### config.mk
export PLATFORM = sky130hd
export DESIGN_NAME = ddr_port_arbiter
export DESIGN_NICKNAME = d
export VERILOG_FILES = /design/src/rtl/ddr_port_arbiter.sv
export SDC_FILE = /design/constraint.sdc
export NUM_CORES = 1
export LEC_CHECK = 0
export ABC_AREA = 1
export BUFFER_PORTS_ARGS = -buffer_cell sky130_fd_sc_hd__buf_4
export CORE_AREA = 2 2 340 342
export DETAILED_ROUTE_END_ITERATION = 10
export DIE_AREA = 0 0 342 344
export PLACE_DENSITY_LB_ADDON = 0.12
export SLEW_MARGIN = 20
export SYNTH_ARGS = -nofsm -noshare
export SYNTH_HDL_FRONTEND = slang
export SYNTH_SLANG_ARGS = --single-unit
### constraint.sdc
create_clock -name SYS_CLK_100M -period 2.34 [get_ports SYS_CLK_100M]
set_input_delay 0.468 -clock SYS_CLK_100M [delete_from_list [all_inputs] [get_ports SYS_CLK_100M]]
set_output_delay 0.468 -clock SYS_CLK_100M [all_outputs]
set_load 0.02 [all_outputs]
### src/rtl/ddr_port_arbiter.sv
// Two-port round-robin arbiter that sequences one read/write burst at a time into ddr_sdram.
// Grant, strobe and fields appear one cycle after REQ is sampled; BUSY stalls it; done pulses after BUSY falls.
module ddr_port_arbiter #(
   parameter int BURST_LENGTH  = 16,
   parameter int ISSUE_TIMEOUT = 16
) (
   input  logic                      SYS_CLK_100M,
   input  logic                      RST_N,
   input  logic                      P0_REQ,
   input  logic                      P0_WR,
   input  logic [1:0]                P0_BA,
   input  logic [12:0]               P0_ROW,
   input  logic [9:0]                P0_COL,
   input  logic [16*BURST_LENGTH-1:0] P0_DATA,
   input  logic [3:0]                P0_LEN,
   output logic                      P0_GNT,
   output logic                      P0_DONE,
   input  logic                      P1_REQ,
   input  logic                      P1_WR,
   input  logic [1:0]                P1_BA,
   input  logic [12:0]               P1_ROW,
   input  logic [9:0]                P1_COL,
   input  logic [16*BURST_LENGTH-1:0] P1_DATA,
   input  logic [3:0]                P1_LEN,
   output logic                      P1_GNT,
   output logic                      P1_DONE,
   output logic [1:0]                BA_IN,
   output logic [12:0]               ADDR_ROW_IN,
   output logic [9:0]                ADDR_COL_IN,
   output logic [16*BURST_LENGTH-1:0] DATA_IN,
   output logic [3:0]                WRITE_LENGTH,
   output logic                      WRITE,
   output logic                      READ,
   input  logic                      BUSY,
   output logic                      TIMEOUT_ERR
);

   localparam logic [7:0] TO_LIM = 8'(ISSUE_TIMEOUT - 1);

   typedef enum logic [1:0] {IDLE, ISSUE, WAIT} state_t;

   state_t     state;
   logic       owner;
   logic       last;
   logic [7:0] cnt;
   logic       any_req;
   logic       win;
   logic       win_wr;

   // On contention the port that did not win last time goes next.
   always_comb begin
      any_req = P0_REQ | P1_REQ;
      win     = (P0_REQ && P1_REQ) ? ~last : P1_REQ;
      win_wr  = win ? P1_WR : P0_WR;
   end

   always_ff @(posedge SYS_CLK_100M or negedge RST_N) begin
      if (!RST_N) begin
         state        <= IDLE;
         owner        <= 1'b0;
         last         <= 1'b1;
         cnt          <= 8'd0;
         P0_GNT       <= 1'b0;
         P1_GNT       <= 1'b0;
         P0_DONE      <= 1'b0;
         P1_DONE      <= 1'b0;
         BA_IN        <= '0;
         ADDR_ROW_IN  <= '0;
         ADDR_COL_IN  <= '0;
         DATA_IN      <= '0;
         WRITE_LENGTH <= '0;
         WRITE        <= 1'b0;
         READ         <= 1'b0;
         TIMEOUT_ERR  <= 1'b0;
      end else begin
         P0_GNT  <= 1'b0;
         P1_GNT  <= 1'b0;
         P0_DONE <= 1'b0;
         P1_DONE <= 1'b0;
         case (state)
            IDLE: begin
               if (!BUSY && any_req) begin
                  BA_IN        <= win ? P1_BA   : P0_BA;
                  ADDR_ROW_IN  <= win ? P1_ROW  : P0_ROW;
                  ADDR_COL_IN  <= win ? P1_COL  : P0_COL;
                  DATA_IN      <= win ? P1_DATA : P0_DATA;
                  WRITE_LENGTH <= win ? P1_LEN  : P0_LEN;
                  WRITE        <= win_wr;
                  READ         <= ~win_wr;
                  P0_GNT       <= ~win;
                  P1_GNT       <= win;
                  owner        <= win;
                  last         <= win;
                  cnt          <= 8'd0;
                  state        <= ISSUE;
               end
            end
            ISSUE: begin
               if (BUSY) begin
                  WRITE <= 1'b0;
                  READ  <= 1'b0;
                  state <= WAIT;
               end else if (cnt >= TO_LIM) begin
                  // Controller never accepted the command: give the port its done anyway.
                  WRITE       <= 1'b0;
                  READ        <= 1'b0;
                  TIMEOUT_ERR <= 1'b1;
                  P0_DONE     <= ~owner;
                  P1_DONE     <= owner;
                  state       <= IDLE;
               end else if (cnt != 8'hFF) begin
                  cnt <= cnt + 8'd1;
               end
            end
            WAIT: begin
               if (!BUSY) begin
                  P0_DONE <= ~owner;
                  P1_DONE <= owner;
                  state   <= IDLE;
               end
            end
            default: state <= IDLE;
         endcase
      end
   end

endmodule

# Word-level counts from Yosys, hierarchy flattened
# Index checks and enable logic that the tools add are counted.
[totals]
regBits = 304
latch_bits = 0
ram_bits = 0
romBits = 0
out_inout_bits = 292
n_memories = 0
[op_classes]
n_addsub = 1
n_mul = 0
n_div = 0
magnitude_cmp = 1
n_eq_ne = 9
shifts = 0
n_mux = 35
bitwise = 6
reduce_logical = 10
[op_table]
columns = ["op", "n"]
rows = [
  ["2-to-1 mux 256 bit", 1],
  ["2-to-1 mux 8 bit", 4],
  ["2-to-1 mux 1 bit", 16],
  ["one-hot mux 8 bit (2 select lines)", 1],
  ["2-to-1 mux 13 bit", 1],
  ["2-to-1 mux 10 bit", 1],
  ["2-to-1 mux 2 bit", 5],
  ["inequality test 2 bit (second input constant)", 5],
  ["AND reduction 3 bit", 3],
  ["adder 8 x 1 -> 8 bit (second input constant)", 1],
  ["greater-or-equal comparator 8 x 4 -> 1 bit (second input constant)", 1],
  ["inequality test 8 bit (second input constant)", 1],
  ["one-hot mux 1 bit (2 select lines)", 4],
  ["one-hot mux 2 bit (3 select lines)", 1],
  ["NOT 1 bit", 5],
  ["AND reduction 5 bit", 1],
  ["2-to-1 mux 4 bit", 1],
  ["inequality test 3 bit (second input constant)", 1],
  ["== test 2 x 1 -> 1 bit (second input constant)", 1],
  ["== test 2 bit (second input constant)", 1],
  ["logical AND 1 bit", 2],
  ["zero test 2 bit", 1],
  ["AND reduction 2 bit", 1],
  ["nonzero test 2 bit", 1],
  ["other kinds (2)", 2],
]

# Depth between registers and ports, before layout
# Gate-level depths: netlist (run 1).
[logic_depth]
word_depth = 6
ltp_mapped = 9
mapped_depth_nobuf = 8

# Least setup slack after synthesis (run 1)
# Ideal clock, no wire load.
[synth_path]
path_kind = "register -> register"
from = "register state[0]"
to = "register DATA_IN[25]"
setup_ps = 69
arrival_time_ps = 1514
required_ps = 2271
setup_slack_ps = 757
stages_incl_launch_ff = 9
n_path_buf = 3
path_cell_list = "dfrtp_1 inv_1 ha_1 nand3_2 buf_2 buf_2 buf_1 nand2_1 nand3_1"
[synth_via]
elab_chain_cells = 2
[synth_rtl]
columns = ["element", "line_no", "rtl"]
rows = [
  ["start: declaration", "42", "state_t state;"],
  ["start signal: assignment", "59", "state <= IDLE;"],
  ["start signal: assignment", "95", "state <= ISSUE;"],
  ["start signal: assignment", "102", "state <= WAIT;"],
  ["zero test 2 bit", "80", "case (state)"],
  ["AND reduction 2 bit (no source line)", "n/a", ""],
  ["end signal: assignment", "86", "DATA_IN <= win ? P1_DATA : P0_DATA;"],
  ["end: declaration", "30", "output logic [16*BURST_LENGTH-1:0] DATA_IN,"],
]
# Every way passes these cells.
# A chain may end at the register's enable or synchronous reset.

# Final worst setup path (run 1)
[layout_path]
from = "register state[0]"
to = "register ADDR_ROW_IN[2]"
[layout_via]
elab_chain_cells = 2
[layout_rtl]
columns = ["element", "line_no", "rtl"]
rows = [
  ["zero test 2 bit", "80", ""],
  ["AND reduction 2 bit (no source line)", "n/a", ""],
  ["end signal: assignment", "84", "ADDR_ROW_IN <= win ? P1_ROW : P0_ROW;"],
  ["end: declaration", "28", "output logic [12:0] ADDR_ROW_IN,"],
]
# Every way passes these cells.

==> report_table.html, run 1 <==
<table>
<tr><th>Metric</th><th>Value</th></tr>
<tr><th colspan="2">Setup path</th></tr>
<tr><td>Delay of the slowest cell on the worst path</td><td>0.40 ns</td></tr>
<tr><td>Classification of the worst setup path</td><td>flip-flop to flip-flop</td></tr>
<tr><td>Required @ worst endpoint</td><td>2.87 ns</td></tr>
<tr><td>Kind of cell adding the most delay to the critical path</td><td>buffers and inverters</td></tr>
<tr><td>Kind of end point of the critical path</td><td>flip-flop</td></tr>
<tr><td>Dominant cell type by count on the critical path</td><td>buf_12</td></tr>
<tr><td>Sort of element at the start of the critical path</td><td>flip-flop</td></tr>
<tr><td>Count of buffering cells on the critical path with inverters included</td><td>3</td></tr>
<tr><td>Cells traversed along the worst timing path</td><td>inv_1 -&gt; ha_1 -&gt; nand3_4 -&gt; a21oi_4 -&gt; buf_12 -&gt; buf_12 -&gt; nand2_1 -&gt; nand3_1</td></tr>
<tr><td>Slowest-stage cell, CP</td><td>dfrtp_1</td></tr>
<tr><td>CP arrival</td><td>2.56 ns</td></tr>
<tr><td>Maximum net fanout on the critical path</td><td>61</td></tr>
<tr><th colspan="2">Floorplanning</th></tr>
<tr><td>Placement Rows</td><td>124</td></tr>
<tr><td>Placeable core area</td><td>114000 sq um</td></tr>
<tr><td>Top-level I/O count</td><td>869</td></tr>
<tr><td>Area enclosed by the die boundary</td><td>118000 sq um</td></tr>
<tr><td>Chip Height</td><td>344 microns</td></tr>
<tr><td>Starting utilization of the core area</td><td>11.5%</td></tr>
<tr><td>Die width</td><td>342 microns</td></tr>
<tr><th colspan="2">Yosys</th></tr>
<tr><td>Ys async rst share</td><td>100%</td></tr>
<tr><td>Library cells used by synthesis</td><td>19</td></tr>
<tr><td>Top cells by count, synth</td><td>894 x nand2_1, 303 x dfrtp_1, 295 x nand3_1, 52 x buf_2, 39 x clkbuf_1</td></tr>
<tr><td>Post-synth net total</td><td>2215</td></tr>
<tr><td>Synthesized netlist cell count</td><td>1634</td></tr>
<tr><td>Cell type with the largest total area after synthesis</td><td>dfrtp_1</td></tr>
<tr><td>Number of synthesis warnings</td><td>0</td></tr>
<tr><td>Compound-cell area share of the yosys netlist</td><td>0.372%</td></tr>
<tr><td>Xor and xnor fraction of the mapped netlist area</td><td>0.0667%</td></tr>
<tr><td>Most repeated cell in the gate-level netlist after synthesis</td><td>nand2_1</td></tr>
<tr><td>Count of flip-flops with a built-in enable after synthesis</td><td>0</td></tr>
<tr><td>Mux share of post-synthesis cell area</td><td>0%</td></tr>
<tr><td>Synthesized-area fraction occupied by adder cells</td><td>0.381%</td></tr>
<tr><td>Synthesized area per cell</td><td>8.03 sq um</td></tr>
<tr><td>Area share of and/or/nand/nor cells after synthesis</td><td>37.4%</td></tr>
<tr><td>Post-synthesis register bit count</td><td>304</td></tr>
<tr><td>Top post-synthesis cells by area</td><td>dfrtp_1 58%, nand2_1 26%, nand3_1 11%</td></tr>
<tr><td>Proportion of netlist area held by the largest area contributor</td><td>57.8%</td></tr>
<tr><td>Synth Cell Area</td><td>13100 sq um</td></tr>
<tr><td>Main combinational cell family by area after synthesis</td><td>simple AND/OR/NAND/NOR gates</td></tr>
<tr><td>Part of the Yosys area used for sequential elements</td><td>58.0%</td></tr>
<tr><td>Most instantiated flip-flop cell in the synthesis netlist</td><td>dfrtp_1</td></tr>
<tr><th colspan="2">Route</th></tr>
<tr><td>Number of nets still failing antenna checks after routing</td><td>0</td></tr>
<tr><td>Number of detailed-routing iterations run before antenna repair</td><td>6</td></tr>
<tr><td>Top routing layer used</td><td>met5</td></tr>
<tr><td>Routed length on met1</td><td>27800 microns</td></tr>
<tr><td>Vias per cell</td><td>3.58</td></tr>
<tr><td>Total length of routed met3 wires</td><td>7370 microns</td></tr>
<tr><td>Starting DRC count in detailed routing</td><td>511</td></tr>
<tr><td>Routed wl met2</td><td>37800 microns</td></tr>
<tr><td>Average wire per standard cell</td><td>18.6 microns</td></tr>
<tr><td>Total Wirelength</td><td>75500 microns</td></tr>
<tr><td>DRC violations left</td><td>0</td></tr>
<tr><td>Number of vias after detailed routing</td><td>14500</td></tr>
<tr><th colspan="2">Flow run</th></tr>
<tr><td>Max-cap viol count</td><td>0</td></tr>
<tr><th colspan="2">Run status</th></tr>
<tr><td>Outcome</td><td>finished clean</td></tr>
<tr><th colspan="2">CTS</th></tr>
<tr><td>Clock Tree Root</td><td>clkbuf_16</td></tr>
<tr><td>Clock transition at the registers of the reported paths</td><td>0.06 ns</td></tr>
<tr><td>TritonCTS Sinks</td><td>304</td></tr>
<tr><td>Number of cells upsized or downsized after cts</td><td>0</td></tr>
<tr><td>Number of buffers added by the clock tree synthesis step</td><td>44</td></tr>
<tr><td>Worst-Skew Late Latency</td><td>0.60 ns</td></tr>
<tr><td>CTS tree</td><td>built</td></tr>
<tr><td>Worst-case clock buffer depth</td><td>3</td></tr>
<tr><td>Htree depth</td><td>2</td></tr>
<tr><td>Setup fix buffers added after clock tree synthesis</td><td>0</td></tr>
<tr><td>Number of hold buffers added after CTS</td><td>1</td></tr>
<tr><th colspan="2">Placed design</th></tr>
<tr><td>Routability congestion estimate</td><td>0.817</td></tr>
<tr><td>Dpl cell area</td><td>21800 sq um</td></tr>
<tr><td>DP Wirelength</td><td>59400 microns</td></tr>
<tr><td>Placement-stage worst setup slack</td><td>0.294 ns</td></tr>
<tr><td>Placed instance count</td><td>3979</td></tr>
<tr><td>Port buffer count</td><td>868</td></tr>
<tr><th colspan="2">Finish</th></tr>
<tr><td>Number of nets in the finished design</td><td>3095</td></tr>
<tr><td>Post-route cell area</td><td>23200 sq um</td></tr>
<tr><td>Fraction of final layout cells sized beyond drive strength 1</td><td>39.0%</td></tr>
<tr><td>Number of cells in the finished layout apart from fillers</td><td>4060</td></tr>
<tr><td>Fill cell total of the finished layout</td><td>12900</td></tr>
<tr><td>Area growth from synthesis to layout</td><td>77.0%</td></tr>
<tr><td>Area occupied by multi-input gates</td><td>5030 sq um</td></tr>
<tr><td>Final core utilization</td><td>20.4%</td></tr>
<tr><td>Register Area</td><td>7610 sq um</td></tr>
<tr><th colspan="2">GRT</th></tr>
<tr><td>Total GRT Usage</td><td>12.2%</td></tr>
<tr><td>Via count of the first global-routing pass</td><td>15600</td></tr>
<tr><td>Wire length of the first global-routing pass</td><td>106000 microns</td></tr>
<tr><td>Initial antenna violation count</td><td>9</td></tr>
<tr><td>Leftover overflow at the end of global routing</td><td>0</td></tr>
<tr><td>Pin count of the biggest net entering global routing</td><td>67</td></tr>
<tr><th colspan="2">Timing</th></tr>
<tr><td>Worst hold margin</td><td>0.0700 ns</td></tr>
<tr><td>Final cycle utilization of the critical path</td><td>86.9%</td></tr>
<tr><td>Post-route worst setup slack</td><td>0.306 ns</td></tr>
<tr><td>Setup TNS after final layout</td><td>0 ns</td></tr>
<tr><td>FMAX</td><td>492 MHz</td></tr>
<tr><td>Final Hold Fails</td><td>0</td></tr>
<tr><td>Headroom to the max-slew limit</td><td>70.8%</td></tr>
<tr><td>Worst Max-Slew Pin Slew</td><td>0.437 ns</td></tr>
<tr><td>Unrepaired setup endpoints after global routing</td><td>false</td></tr>
<tr><td>Clock Skews</td><td>0.0243 ns</td></tr>
<tr><td>Shortest period the worst path allows</td><td>2.03 ns</td></tr>
<tr><td>Setup violation total in the final timing report</td><td>0</td></tr>
<tr><td>Number of pins with negative max-slew slack in the final report</td><td>0</td></tr>
<tr><th colspan="2">Min path</th></tr>
<tr><td>Worst min-delay path class</td><td>primary input to flip-flop</td></tr>
<tr><th colspan="2">Power and ir drop</th></tr>
<tr><td>Leak Pwr</td><td>11.7 nW</td></tr>
<tr><td>Peak VDD IR</td><td>510 uV</td></tr>
<tr><td>Total design power</td><td>29.2 mW</td></tr>
<tr><td>Power per cell area</td><td>1260 nW/um^2</td></tr>
</table>
## state kept, by name, indices dropped and copies added (netlist names)
signal / cells
owner: 1
BA_IN: 2
last: 1
P0_DONE: 1
P0_GNT: 1
WRITE: 1
P1_GNT: 1
P1_DONE: 1
READ: 1
ADDR_ROW_IN: 13
ADDR_COL_IN: 10
state: 2
TIMEOUT_ERR: 1
DATA_IN: 256
cnt: 8
WRITE_LENGTH: 4
## cells by family after synthesis
group	Yosys count
and+or+nand+nor	1205
buffers and inverters	113
AOI/OAI and AO/OA	7
adders and majority gates	4
xor gates and xnor gates	1
DFF	304
## layout by cell type (no fill, tap or decap)
master	count
dlygate4sd3_1	1
xnor2_1	1
dfstp_2	1
nand2_1	894
buf_4	905
clkbuf_1	16
buf_8	1
buf_12	21
clkbuf_16	45
inv_6	2
inv_1	19
bufinv_16	1
o21ai_0	3
clkinv_2	3
nand3_1	295
nor2_1	9
nor2_4	1
clkbuf_8	9
a21oi_4	1
nand4_1	5
o21bai_1	1
ha_1	4
nand3_4	1
dfrtp_1	303
a21oi_1	2
diode_2	4
## routing by layer
metal / track usage [%] / vias to the layer above
li1: - / 6943
met3: 4.88 / 100
met5: 0 / -
met1: 13.1 / 6920
met2: 21.4 / 568
met4: 4.85 / 4
## cell type report
type | instances | area share (%)
diodes | 4 | 0.0431
clock buffers | 70 | 5.64
clock inverters | 6 | 0.269
inverters | 19 | 0.307
multi-input cells | 1217 | 21.7
flip-flops and latches | 304 | 32.8
well taps | 1512 | 8.14
repair buffers | 928 | 31.2
## worst register-to-register path: cells and delay by family (launching register included)
kind                       cells  cell delay (ns)
buffers and inverters          3             0.78
DFF                            1             0.40
and+or+nand+nor                3             0.34
adders and majority gates      1             0.24
AOI/OAI and AO/OA              1             0.23
## where the power goes
part / leakage, nW / switching (mW) / internal [mW]
clock network: 0.673 / 2.65 / 3.91
logic: 7.27 / 7.94 / 5.51
registers: 3.79 / 1.46 / 7.69
total: 11.7 / 12.0 / 17.1
## path summary, 6_finish.rpt
check	end	startpoint	slack [ns]	depth (start not counted)
max in group asynchronous	DATA_IN[129]	RST_N	1.20	4
setup / recovery	ADDR_ROW_IN[2]	state[0]	0.31	8
setup reg to reg	ADDR_ROW_IN[2]	state[0]	0.31	8
min in group asynchronous	DATA_IN[253]	RST_N	0.33	2
hold reg to reg	P0_DONE	owner	0.43	1
hold / removal	DATA_IN[59]	P0_DATA[59]	0.07	3
Note: power is estimated with default switching activity, not from simulation.
==> run 2, diff against run 1 <==
- HOLD_SLACK_MARGIN: unset -> 0.03
- REMOVE_ABC_BUFFERS: unset -> 1
==> run 2 against run 1 <==
Against the previous run: die area stayed put; clock skew is 0.010 ns lower; non-clock buffer count is 244 higher; global-route usage is 0.62 points lower; utilization is 2.2 points higher; critical path depth stayed put; maximum frequency is 6.0% lower; largest power group unchanged; first-iteration DRC count is 10% higher; via count is 6.2% higher; setup slack worse by 0.13 ns; sequential cell count stayed put.
==> report_table.html, run 2 (same netlist as run 1, synthesis figures left out) <==
<table>
<tr><th>Metric</th><th>Value</th></tr>
<tr><th colspan="2">Run status</th></tr>
<tr><td>Outcome</td><td>finished clean</td></tr>
<tr><th colspan="2">Route</th></tr>
<tr><td>Vias per cell</td><td>3.58 (about the same)</td></tr>
<tr><td>Starting DRC count in detailed routing</td><td>564 (+10%)</td></tr>
<tr><td>Number of vias after detailed routing</td><td>15400 (+6.2%)</td></tr>
<tr><td>Number of detailed-routing iterations run before antenna repair</td><td>4 (-2)</td></tr>
<tr><td>Average wire per standard cell</td><td>17.0 microns (-8.4%)</td></tr>
<tr><td>Total Wirelength</td><td>73300 microns (-2.8%)</td></tr>
<tr><td>DRC violations left</td><td>0 (unchanged)</td></tr>
<tr><td>Number of nets still failing antenna checks after routing</td><td>0 (unchanged)</td></tr>
<tr><th colspan="2">CTS</th></tr>
<tr><td>Htree depth</td><td>2 (unchanged)</td></tr>
<tr><td>TritonCTS Sinks</td><td>304 (unchanged)</td></tr>
<tr><td>Worst-Skew Late Latency</td><td>0.59 ns (about the same)</td></tr>
<tr><td>CTS tree</td><td>built</td></tr>
<tr><td>Clock transition at the registers of the reported paths</td><td>0.06 ns (about the same)</td></tr>
<tr><td>Clock Tree Root</td><td>clkbuf_16</td></tr>
<tr><td>Number of buffers added by the clock tree synthesis step</td><td>44 (unchanged)</td></tr>
<tr><td>Worst-case clock buffer depth</td><td>3 (unchanged)</td></tr>
<tr><th colspan="2">Timing</th></tr>
<tr><td>Post-route worst setup slack</td><td>0.175 ns (-0.131 ns)</td></tr>
<tr><td>Headroom to the max-slew limit</td><td>56.5% (-14 points)</td></tr>
<tr><td>Worst hold margin</td><td>0.101 ns (+0.0306 ns)</td></tr>
<tr><td>Number of pins with negative max-slew slack in the final report</td><td>0 (unchanged)</td></tr>
<tr><td>Final Hold Fails</td><td>0 (unchanged)</td></tr>
<tr><td>Clock Skews</td><td>0.0140 ns (-0.0102 ns)</td></tr>
<tr><td>Worst Max-Slew Pin Slew</td><td>0.653 ns (+0.216 ns)</td></tr>
<tr><td>Setup violation total in the final timing report</td><td>0 (unchanged)</td></tr>
<tr><td>Shortest period the worst path allows</td><td>2.16 ns (+0.131 ns)</td></tr>
<tr><td>Final cycle utilization of the critical path</td><td>92.5% (+5.6 points)</td></tr>
<tr><td>FMAX</td><td>462 MHz (-6.0%)</td></tr>
<tr><td>Unrepaired setup endpoints after global routing</td><td>false</td></tr>
<tr><th colspan="2">Placed design</th></tr>
<tr><td>Placement-stage worst setup slack</td><td>0.370 ns (+0.0755 ns)</td></tr>
<tr><td>Dpl cell area</td><td>21800 sq um (unchanged)</td></tr>
<tr><td>Port buffer count</td><td>868 (unchanged)</td></tr>
<tr><td>DP Wirelength</td><td>54600 microns (-8.1%)</td></tr>
<tr><td>Routability congestion estimate</td><td>0.837 (+2.4%)</td></tr>
<tr><td>Placed instance count</td><td>3984 (+0.13%)</td></tr>
<tr><th colspan="2">Floorplanning</th></tr>
<tr><td>Placeable core area</td><td>114000 sq um (unchanged)</td></tr>
<tr><td>Area enclosed by the die boundary</td><td>118000 sq um (unchanged)</td></tr>
<tr><td>Chip Height</td><td>344 microns (unchanged)</td></tr>
<tr><td>Starting utilization of the core area</td><td>11.5% (unchanged)</td></tr>
<tr><td>Die width</td><td>342 microns (unchanged)</td></tr>
<tr><td>Placement Rows</td><td>124 (unchanged)</td></tr>
<tr><td>Top-level I/O count</td><td>869 (unchanged)</td></tr>
<tr><th colspan="2">Power and ir drop</th></tr>
<tr><td>Power per cell area</td><td>1160 nW/um^2 (-7.4%)</td></tr>
<tr><td>Leak Pwr</td><td>12.8 nW (+9.2%)</td></tr>
<tr><td>Total design power</td><td>29.9 mW (+2.5%)</td></tr>
<tr><td>Peak VDD IR</td><td>442 uV (-13%)</td></tr>
<tr><th colspan="2">GRT</th></tr>
<tr><td>Total GRT Usage</td><td>11.6% (-0.62 points)</td></tr>
<tr><td>Leftover overflow at the end of global routing</td><td>0 (unchanged)</td></tr>
<tr><td>Via count of the first global-routing pass</td><td>16500 (+5.8%)</td></tr>
<tr><td>Wire length of the first global-routing pass</td><td>103000 microns (-2.6%)</td></tr>
<tr><td>Initial antenna violation count</td><td>4 (-5)</td></tr>
<tr><td>Pin count of the biggest net entering global routing</td><td>127 (+90%)</td></tr>
<tr><th colspan="2">Finish</th></tr>
<tr><td>Most frequent standard cell in the layout excluding fill and tap cells</td><td>buf_4</td></tr>
<tr><td>Area growth from synthesis to layout</td><td>96.1%</td></tr>
<tr><td>Largest reg by FF count</td><td>DATA_IN</td></tr>
<tr><td>Post-route cell area</td><td>25700 sq um (+11%)</td></tr>
<tr><td>Fraction of final layout cells sized beyond drive strength 1</td><td>36.3% (-2.7 points)</td></tr>
<tr><td>Flip-flop count of the largest register, all copies and words added</td><td>256 (unchanged)</td></tr>
<tr><td>Most frequent cells in the layout</td><td>919 x buf_4, 894 x nand2_1, 303 x dfrtp_1</td></tr>
<tr><td>Number of cells in the finished layout apart from fillers</td><td>4308 (+6.1%)</td></tr>
<tr><td>Largest registers</td><td>DATA_IN (256), ADDR_ROW_IN (13), ADDR_COL_IN (10)</td></tr>
<tr><td>Fill cell total of the finished layout</td><td>12700 (-1.3%)</td></tr>
<tr><td>Number of nets in the finished design</td><td>3339 (+7.9%)</td></tr>
<tr><th colspan="2">Setup path</th></tr>
<tr><td>CP arrival</td><td>2.63 ns (+0.07 ns)</td></tr>
<tr><td>Sort of element at the start of the critical path</td><td>flip-flop</td></tr>
<tr><td>Kind of end point of the critical path</td><td>flip-flop</td></tr>
<tr><td>Classification of the worst setup path</td><td>flip-flop to flip-flop</td></tr>
<tr><td>Delay of the slowest cell on the worst path</td><td>0.56 ns (+0.16 ns)</td></tr>
<tr><td>Maximum net fanout on the critical path</td><td>63 (+3.3%)</td></tr>
<tr><td>Cells traversed along the worst timing path</td><td>inv_1 -&gt; ha_1 -&gt; nand3_4 -&gt; buf_4 -&gt; buf_16 -&gt; nand2_1 -&gt; nand3_1 -&gt; dlygate4sd3_1</td></tr>
<tr><td>Slowest-stage cell, CP</td><td>dlygate4sd3_1</td></tr>
<tr><td>Count of buffering cells on the critical path with inverters included</td><td>4 (+1)</td></tr>
<tr><td>Kind of cell adding the most delay to the critical path</td><td>buffers and inverters</td></tr>
<tr><td>Required @ worst endpoint</td><td>2.81 ns (-0.06 ns)</td></tr>
<tr><th colspan="2">Min path</th></tr>
<tr><td>Worst min-delay path class</td><td>primary input to flip-flop</td></tr>
<tr><th colspan="2">Flow run</th></tr>
<tr><td>Max-cap viol count</td><td>0 (unchanged)</td></tr>
</table>
[run 2: cell count changes in the layout (fill, tap and decap cells not counted)]
cell / delta
clkinv_2: +1
clkbuf_8: +3
clkinv_4: +2
dlygate4sd3_1: +230
buf_16: +1
clkbuf_16: +3
buf_6: +1
bufinv_16: +1
diode_2: +1
clkbuf_1: -4
buf_12: -5
buf_4: +14
[run 2: power breakdown]
part	switching (mW)	leakage (nW)	internal, mW
clock	2.70	0.716	4.13
sequential	1.51	3.79	7.69
combinational	8.02	8.32	5.86
[run 2: final cells by class]
type                    instances  area, sq um  area share [%]
well taps                    1512         1890            7.35
inverters                      19         71.3           0.277
clock buffers                  69         1340            5.19
repair buffers               1172         9660            37.5
diodes                          5         12.5          0.0486
flip-flops and latches        304         7610            29.6
clock inverters                10          115           0.447
multi-input cells            1217         5030            19.6
[run 2: path summary, 6_finish.rpt]
path                       cells past startpoint         from  slack [ns]              to
min                                            3  P0_DATA[42]        0.10     DATA_IN[42]
max reg2reg                                    8     state[0]        0.18  ADDR_ROW_IN[0]
max in group asynchronous                      3        RST_N        1.07    DATA_IN[179]
max                                            8     state[0]        0.18  ADDR_ROW_IN[0]
min in group asynchronous                      2        RST_N        0.49    DATA_IN[225]
min reg2reg                                    1        owner        0.43         P0_DONE
[run 2: metrics by stage]
step | util [%] | TNS (ns)
after floorplan | - | -2345.22
after global placement | 19.2 | 0
after detailed placement | 19.2 | 0
after CTS | 22.5 | 0
after global routing | 22.6 | 0
final | 22.6 | 0
[run 2: worst reg2reg max path, stage by stage (launching register included)]
cell	delay, ns
dfrtp_1	0.40
inv_1	0.09
ha_1	0.25
nand3_4	0.14
buf_4	0.18
buf_16	0.16
nand2_1	0.22
nand3_1	0.08
dlygate4sd3_1	0.56
[run 2: per-layer routing]
metal  track usage, %  part of all wire [%]  wire, microns  vias up
met3             3.20                   6.9           5030       97
met1             12.4                    37          27000     7404
met2             21.6                    53          39200      503
met4             4.02                   2.8           2090        0
li1                 -                     -              -     7434
met5                0                     0              0        -
[run 2: timing repair]
action / CTS / global route
hold buffers: 231 / 0
buffers inserted: 0 / 6
endpoints found under the setup margin: 0 / 3
resized for setup: 0 / 2
endpoints found under the hold margin: 217 / 0
